**config.mk**
```make
export PLATFORM = sky130hd
export DESIGN_NAME = mem_port_arbiter
export DESIGN_NICKNAME = d
export VERILOG_FILES = /design/src/rtl/mem_arb_pkg.sv /design/src/rtl/bus_watchdog.sv /design/src/rtl/mem_port_arbiter.sv
export SDC_FILE = /design/constraint.sdc
export NUM_CORES = 1
export LEC_CHECK = 0
export ABC_AREA = 1
export CORE_UTILIZATION = 30
export CTS_CLUSTER_SIZE = 8
export DETAILED_ROUTE_END_ITERATION = 10
export HOLD_SLACK_MARGIN = 0.05
export PLACE_DENSITY_LB_ADDON = 0.12
export SLEW_MARGIN = 20
export SYNTH_ARGS = -nofsm -noshare
export SYNTH_HDL_FRONTEND = slang
export SYNTH_SLANG_ARGS = --single-unit
```
**constraint.sdc**
```tcl
create_clock -name clk -period 4.6 [get_ports clk]
set_clock_uncertainty 0.05 [all_clocks]
set_input_delay 0.92 -clock clk [delete_from_list [all_inputs] [get_ports clk]]
set_output_delay 0.92 -clock clk [all_outputs]
set_load 0.03 [all_outputs]
```
**src/rtl/mem_arb_pkg.sv**
```systemverilog
// Shared definitions for the IF/MEM memory-port arbiter.
//   arbState_e      : arbiter FSM encoding (also visible on the debug port)
//   DEFAULT_TIMEOUT : default watchdog limit in busy cycles
package mem_arb_pkg;

  typedef enum logic [1:0] {
    IDLE    = 2'd0,
    IF_BUSY = 2'd1,
    DM_BUSY = 2'd2
  } arbState_e;

  localparam int DEFAULT_TIMEOUT = 255;

endpackage

```
**src/rtl/bus_watchdog.sv**
```systemverilog
// Watchdog for one outstanding bus transaction.
//   clk, rst : clock, synchronous active-high reset
//   start    : transaction issued this cycle (clears and arms the counter)
//   stop     : transaction finished this cycle (ack or abort; disarms)
//   expire   : one-cycle pulse in the TIMEOUT-th busy cycle without stop
module bus_watchdog #(
  parameter int TIMEOUT = 255
) (
  input  logic clk,
  input  logic rst,
  input  logic start,
  input  logic stop,
  output logic expire
);

  localparam int CW = $clog2(TIMEOUT + 1);
  // The counter reads 0 in the first busy cycle, so the TIMEOUT-th busy
  // cycle is the one where it holds TIMEOUT-1.
  localparam logic [CW-1:0] LIMIT = CW'(TIMEOUT - 1);

  logic [CW-1:0] count;
  logic          running;

  always_ff @(posedge clk) begin
    if (rst) begin
      count   <= '0;
      running <= 1'b0;
    end else if (start) begin
      count   <= '0;
      running <= 1'b1;
    end else if (stop) begin
      count   <= '0;
      running <= 1'b0;
    end else if (running) begin
      count   <= count + 1'b1;
    end
  end

  // Once expire fires the owner completes and raises stop, so the pulse
  // lasts exactly one cycle.
  assign expire = running && (count == LIMIT);

endmodule

```
**src/rtl/mem_port_arbiter.sv**
```systemverilog
// Shares one request/acknowledge memory bus between the IF and MEM stages.
// Data accesses win over fetches; one transaction is outstanding at a time.
//   clk, rst                 : clock, synchronous active-high reset
//   if_req/if_addr           : fetch request, held until if_ready or flush
//   if_rdata/if_ready/if_err : fetch result, one-cycle ready pulse
//   flush                    : discard the fetch in flight (or not yet issued)
//   dm_req/dm_we/dm_addr/dm_wdata/dm_wstrb : data request, held until dm_ready
//   dm_rdata/dm_ready/dm_err : data result, one-cycle ready pulse
//   bus_*                    : registered bus command, held until ack/abort
//   bus_ack/bus_rdata        : memory completion pulse and read data
//   dbgState                 : current FSM state, for observation only
//
// Handshake: a requester raises *_req with a stable command and holds it
// until the matching one-cycle *_ready; the arbiter ignores a port's *_req in
// that port's own ready cycle. On the bus side bus_req and the command stay
// stable until a one-cycle bus_ack (or the watchdog aborts); an ack arriving
// while no transaction is outstanding is ignored.
module mem_port_arbiter
  import mem_arb_pkg::*;
#(
  parameter int ADDR_W  = 32,
  parameter int DATA_W  = 32,
  parameter int TIMEOUT = DEFAULT_TIMEOUT
) (
  input  logic                clk,
  input  logic                rst,
  input  logic                if_req,
  input  logic [ADDR_W-1:0]   if_addr,
  output logic [DATA_W-1:0]   if_rdata,
  output logic                if_ready,
  output logic                if_err,
  input  logic                flush,
  input  logic                dm_req,
  input  logic                dm_we,
  input  logic [ADDR_W-1:0]   dm_addr,
  input  logic [DATA_W-1:0]   dm_wdata,
  input  logic [DATA_W/8-1:0] dm_wstrb,
  output logic [DATA_W-1:0]   dm_rdata,
  output logic                dm_ready,
  output logic                dm_err,
  output logic                bus_req,
  output logic                bus_we,
  output logic [ADDR_W-1:0]   bus_addr,
  output logic [DATA_W-1:0]   bus_wdata,
  output logic [DATA_W/8-1:0] bus_wstrb,
  input  logic                bus_ack,
  input  logic [DATA_W-1:0]   bus_rdata,
  output logic [1:0]          dbgState
);

  arbState_e state, stateNext;
  logic      grantDm, grantIf, complete;
  logic      discard;
  logic      expire;
  logic      ifDeliver, dmDeliver, timedOut;

  bus_watchdog #(.TIMEOUT(TIMEOUT)) uWatchdog (
    .clk    (clk),
    .rst    (rst),
    .start  (grantDm || grantIf),
    .stop   (complete),
    .expire (expire)
  );

  always_ff @(posedge clk) begin
    if (rst) state <= IDLE;
    else     state <= stateNext;
  end

  // Next state and grant/complete strobes. A port still showing its own
  // ready pulse is holding a request that has already been served.
  always_comb begin
    stateNext = state;
    grantDm   = 1'b0;
    grantIf   = 1'b0;
    complete  = 1'b0;
    case (state)
      IDLE: begin
        if (dm_req && !dm_ready) begin
          grantDm   = 1'b1;
          stateNext = DM_BUSY;
        end else if (if_req && !flush && !if_ready) begin
          grantIf   = 1'b1;
          stateNext = IF_BUSY;
        end
      end
      IF_BUSY, DM_BUSY: begin
        if (bus_ack || expire) begin
          complete  = 1'b1;
          stateNext = IDLE;
        end
      end
      default: stateNext = IDLE;
    endcase
  end

  // An ack in the expiry cycle still counts as a normal completion.
  assign timedOut  = !bus_ack;
  assign ifDeliver = complete && (state == IF_BUSY) && !(discard || flush);
  assign dmDeliver = complete && (state == DM_BUSY);

  always_ff @(posedge clk) begin
    if (rst) begin
      bus_req   <= 1'b0;
      bus_we    <= 1'b0;
      bus_addr  <= '0;
      bus_wdata <= '0;
      bus_wstrb <= '0;
      if_rdata  <= '0;
      if_ready  <= 1'b0;
      if_err    <= 1'b0;
      dm_rdata  <= '0;
      dm_ready  <= 1'b0;
      dm_err    <= 1'b0;
      discard   <= 1'b0;
    end else begin
      if_ready <= 1'b0;
      if_err   <= 1'b0;
      dm_ready <= 1'b0;
      dm_err   <= 1'b0;

      if (grantDm) begin
        bus_req   <= 1'b1;
        bus_we    <= dm_we;
        bus_addr  <= dm_addr;
        bus_wdata <= dm_wdata;
        bus_wstrb <= dm_wstrb;
      end else if (grantIf) begin
        bus_req   <= 1'b1;
        bus_we    <= 1'b0;
        bus_addr  <= if_addr;
        bus_wdata <= '0;
        bus_wstrb <= '0;
        discard   <= 1'b0;
      end

      // The bus cannot be cancelled, so a flushed fetch is only marked and
      // its result dropped when it completes.
      if ((state == IF_BUSY) && flush && !complete) begin
        discard <= 1'b1;
      end

      if (complete) begin
        bus_req <= 1'b0;
        discard <= 1'b0;
      end

      if (ifDeliver) begin
        if_ready <= 1'b1;
        if_err   <= timedOut;
        if_rdata <= timedOut ? '0 : bus_rdata;
      end

      // Store data returns nothing, so rdata reads 0 for stores.
      if (dmDeliver) begin
        dm_ready <= 1'b1;
        dm_err   <= timedOut;
        dm_rdata <= (timedOut || bus_we) ? '0 : bus_rdata;
      end
    end
  end

  assign dbgState = state;

endmodule

```
==> run_results.csv <==
group,metric,value,unit
worst_setup_path,start_kind,"primary input",
synthesis,synth_seq_area_share,43.8,%
cts,cts_tree,"done",
worst_setup_path,r2r-start,"dbgState[1]",
route,dr_total_vias,6907,
route,drt_iter0_drc,276,
cts,cts_hold_buffers,0,
worst_setup_path,path_max_fanout,32,
final_layout,diodes,0,
worst_setup_path,crit_path_end_kind,"flop",
synthesis,yosysWarnings,0,
worst_setup_path,r2r_end,"if_rdata[25]",
pwr,powerDensity,349,mW/mm^2
cts,cts.sinks,150,
cts,clockBufferDepth,2,
min_path,holdPathEnd,"bus_wdata[24]",
pwr,p_leak,4.60,nW
final_layout,area_growth,51.2,%
route,first_pass_iters,4,
cts,cts_buffers,17,
timing,setup_tns,0,ns
synthesis,synth_ff_type,"dfxtp_1",
place,gp_congestion,0.781,
synthesis,ys_types,34,
synthesis,syn_area,0.00686,mm^2
place,port_buffers,278,
worst_setup_path,reg2regPathDepth,6,
worst_setup_path,path_cells,"clkdlybuf4s50_1 -> inv_1 -> nor2_2 -> nand2_1 -> buf_4 -> inv_2 -> buf_4 -> nand2_1 -> nand2_1 -> nor2_1 -> nor2_1",
timing,max_freq,341,MHz
min_path,min_from,"bus_wdata[24]",
synthesis,syn_nets,1193,
route,wl_per_cell,14.4,um
worst_setup_path,rrSetupSlack,2.10,ns
synthesis,synth_top_cell_by_area,"dfxtp_1",
synthesis,synth_area_per_cell,6.54,um^2
timing,rsz0062_at_grt,"no",
route,vias_per_cell,4.35,
synthesis,synth-edff-count,0,
worst_setup_path,max_stage_delay,0.45,ns
worst_setup_path,cp_num_buf_inv,5,
cts,clock_latency,0.42,ns
worst_setup_path,cp.required,4.92,ns
worst_setup_path,crit_top_cell,"nand2_1",
worst_setup_path,arrival,3.25,ns
die,fp.dieH,153,um
timing,period_needed,2.93,ns
timing,period_share,63.7,%
pwr,power.total,0.00362,W
die,core-area,0.0221,mm^2
timing,slew_violations,0,
route,wl,22.8,mm
synthesis,yosysTopAreaCellShare,43.8,%
timing,setup_viol,0,
die,core.rowCount,54,
min_path,hp-class,"flop to flop",
min_path,hold_depth,2,
synthesis,async_flop_share,0,%
final_layout,fin_nets,1437,
cts,cts_setup_buffers,0,
die,initial_core_util,31.0,%
grt,grt_pass1_wl,35.7,mm
cts,root_buffer,"clkbuf_16",
route,drc,0,
grt,grt_pass1_vias,6575,
timing,slew_headroom,30.4,%
synthesis,syn_inst,1049,
pwr,ir_drop,0.238,mV
grt,grt_max_degree,50,
final_layout,layout-drive-gt1-share,4.67,%
synthesis,synthTopCellsByArea,"dfxtp_1 44%, nand2_1 20%, nor2_1 9.3%",
place,place_area,0.00976,mm^2
grt,overflow,0,
timing,worstMarginPinSlew,1.04,ns
cts,htreeDepth,4,
outcome,run_status,"finished clean",
cts,clkTransAtPathRegs,0.07,ns
timing,hold_viol,0,
synthesis,ys_ff_latch,150,
grt,grt_usage,19.5,%
final_layout,fin_area,0.0104,mm^2
job,maxCapViolCount,0,
timing,hold_slack,0.411,ns
worst_setup_path,critPathTopFamily,"buffers and inverters",
route,ant_nets,0,
grt,antenna_found_initial,1,
place,place_hpwl,15.8,mm
worst_setup_path,slowest_stage,"clkdlybuf4s50_1",
cts,ctsResizeCount,0,
worst_setup_path,crit_type,"primary input to flop",
die,die_area,0.0235,mm^2
die,pin_count,279,
die,dieWidth,153,um
report_power, final:
| part | leakage (nW) | switching, W | internal, W |
|---|---|---|---|
| clock | 0.300 | 0.000642 | 0.000824 |
| sequential | 1.22 | 0.0000394 | 0.00137 |
| combinational | 3.08 | 0.000438 | 0.000311 |
per-layer routing:
layer  wire (um)  GRT usage (%)  up-vias
met5           0              0        -
met3        2000           7.43       23
li1            -              -     3645
met1        9980           23.3     3014
met4         277           5.77        0
met2       10500           32.2      225
synth_stat cells (2+ instances only):
cell and n:
nor2_2 2, xor2_1 5, o21ai_1 2, dfxtp_1 150, a21oi_1 40, nand2_1 373, nor3_2 2, ha_1 5
buf_4 5, buf_1 6, inv_1 138, buf_6 7, clkbuf_1 25, nand3_4 2, o21ai_0 30, clkbuf_2 3
nand4_1 47, buf_2 19, nand3_1 4, nor2_1 170
cell families after synthesis:
kind of cell,count (synthesis),synth area share (%)
xor+xnor,6,0.766
simple gates,608,36.3
fa+ha+maj,5,0.912
buf+inv,205,12.7
flops,150,43.8
compound gates,75,5.58
placed cells by master, fill, tap and decap left out, drive strengths merged, types with 2 or more instances in the layout:
master	n
nand2	375
clkdlybuf4s50	277
nor2	173
dfxtp	150
inv	147
nand4	47
a21oi	40
o21ai	33
clkbuf	17
buf	13
nand3	7
clkinv	6
xor2	5
ha	5
nor3	3
bufinv	2
tightest hold or removal path: stages (launching register included):
cell     delay [ns]
dfxtp_1        0.31
nand2_1        0.06
a21oi_1        0.05
state kept, by name, indices dropped and copies added (netlist names), 2 cells and up:
| signal | flops |
|---|---|
| dm_rdata | 32 |
| bus_wstrb | 4 |
| uWatchdog.count | 8 |
| if_rdata | 32 |
| bus_addr | 32 |
| dbgState | 2 |
| bus_wdata | 32 |
worst max-delay path by stage:
| stage | from | end | cells after the start |
|---|---|---|---|
| 4_1_cts | dm_req | bus_addr[29] | 11 |
| 5_1_grt | dm_req | bus_addr[29] | 11 |
| 2_1_floorplan | dbgState[0] | if_rdata[10] | 8 |
| 3_3_place_gp | dm_req | bus_addr[29] | 11 |
| 3_5_place_dp | dm_req | bus_addr[29] | 11 |
| 6_report | dm_req | bus_addr[29] | 11 |
cell type report:
class	instances	area, um^2
timing repair buffer	290	2880
inverter	140	527
multi-input combinational	694	3000
sequential	150	3000
tap	280	350
clock inverter	15	183
clock buffer	17	425
fill	2238	11700
metrics by stage:
stage | util (%) | std cells | worst slack, ns
global placement | 44.2 | 1554 | 1.20
global route | 46.9 | 1586 | 1.42
CTS | 46.9 | 1586 | 1.60
finish | 46.9 | 1586 | 1.67
floorplan | - | 1049 | 2.69
detailed placement | 44.2 | 1554 | 1.15
Power figures use the tool's default switching activity.
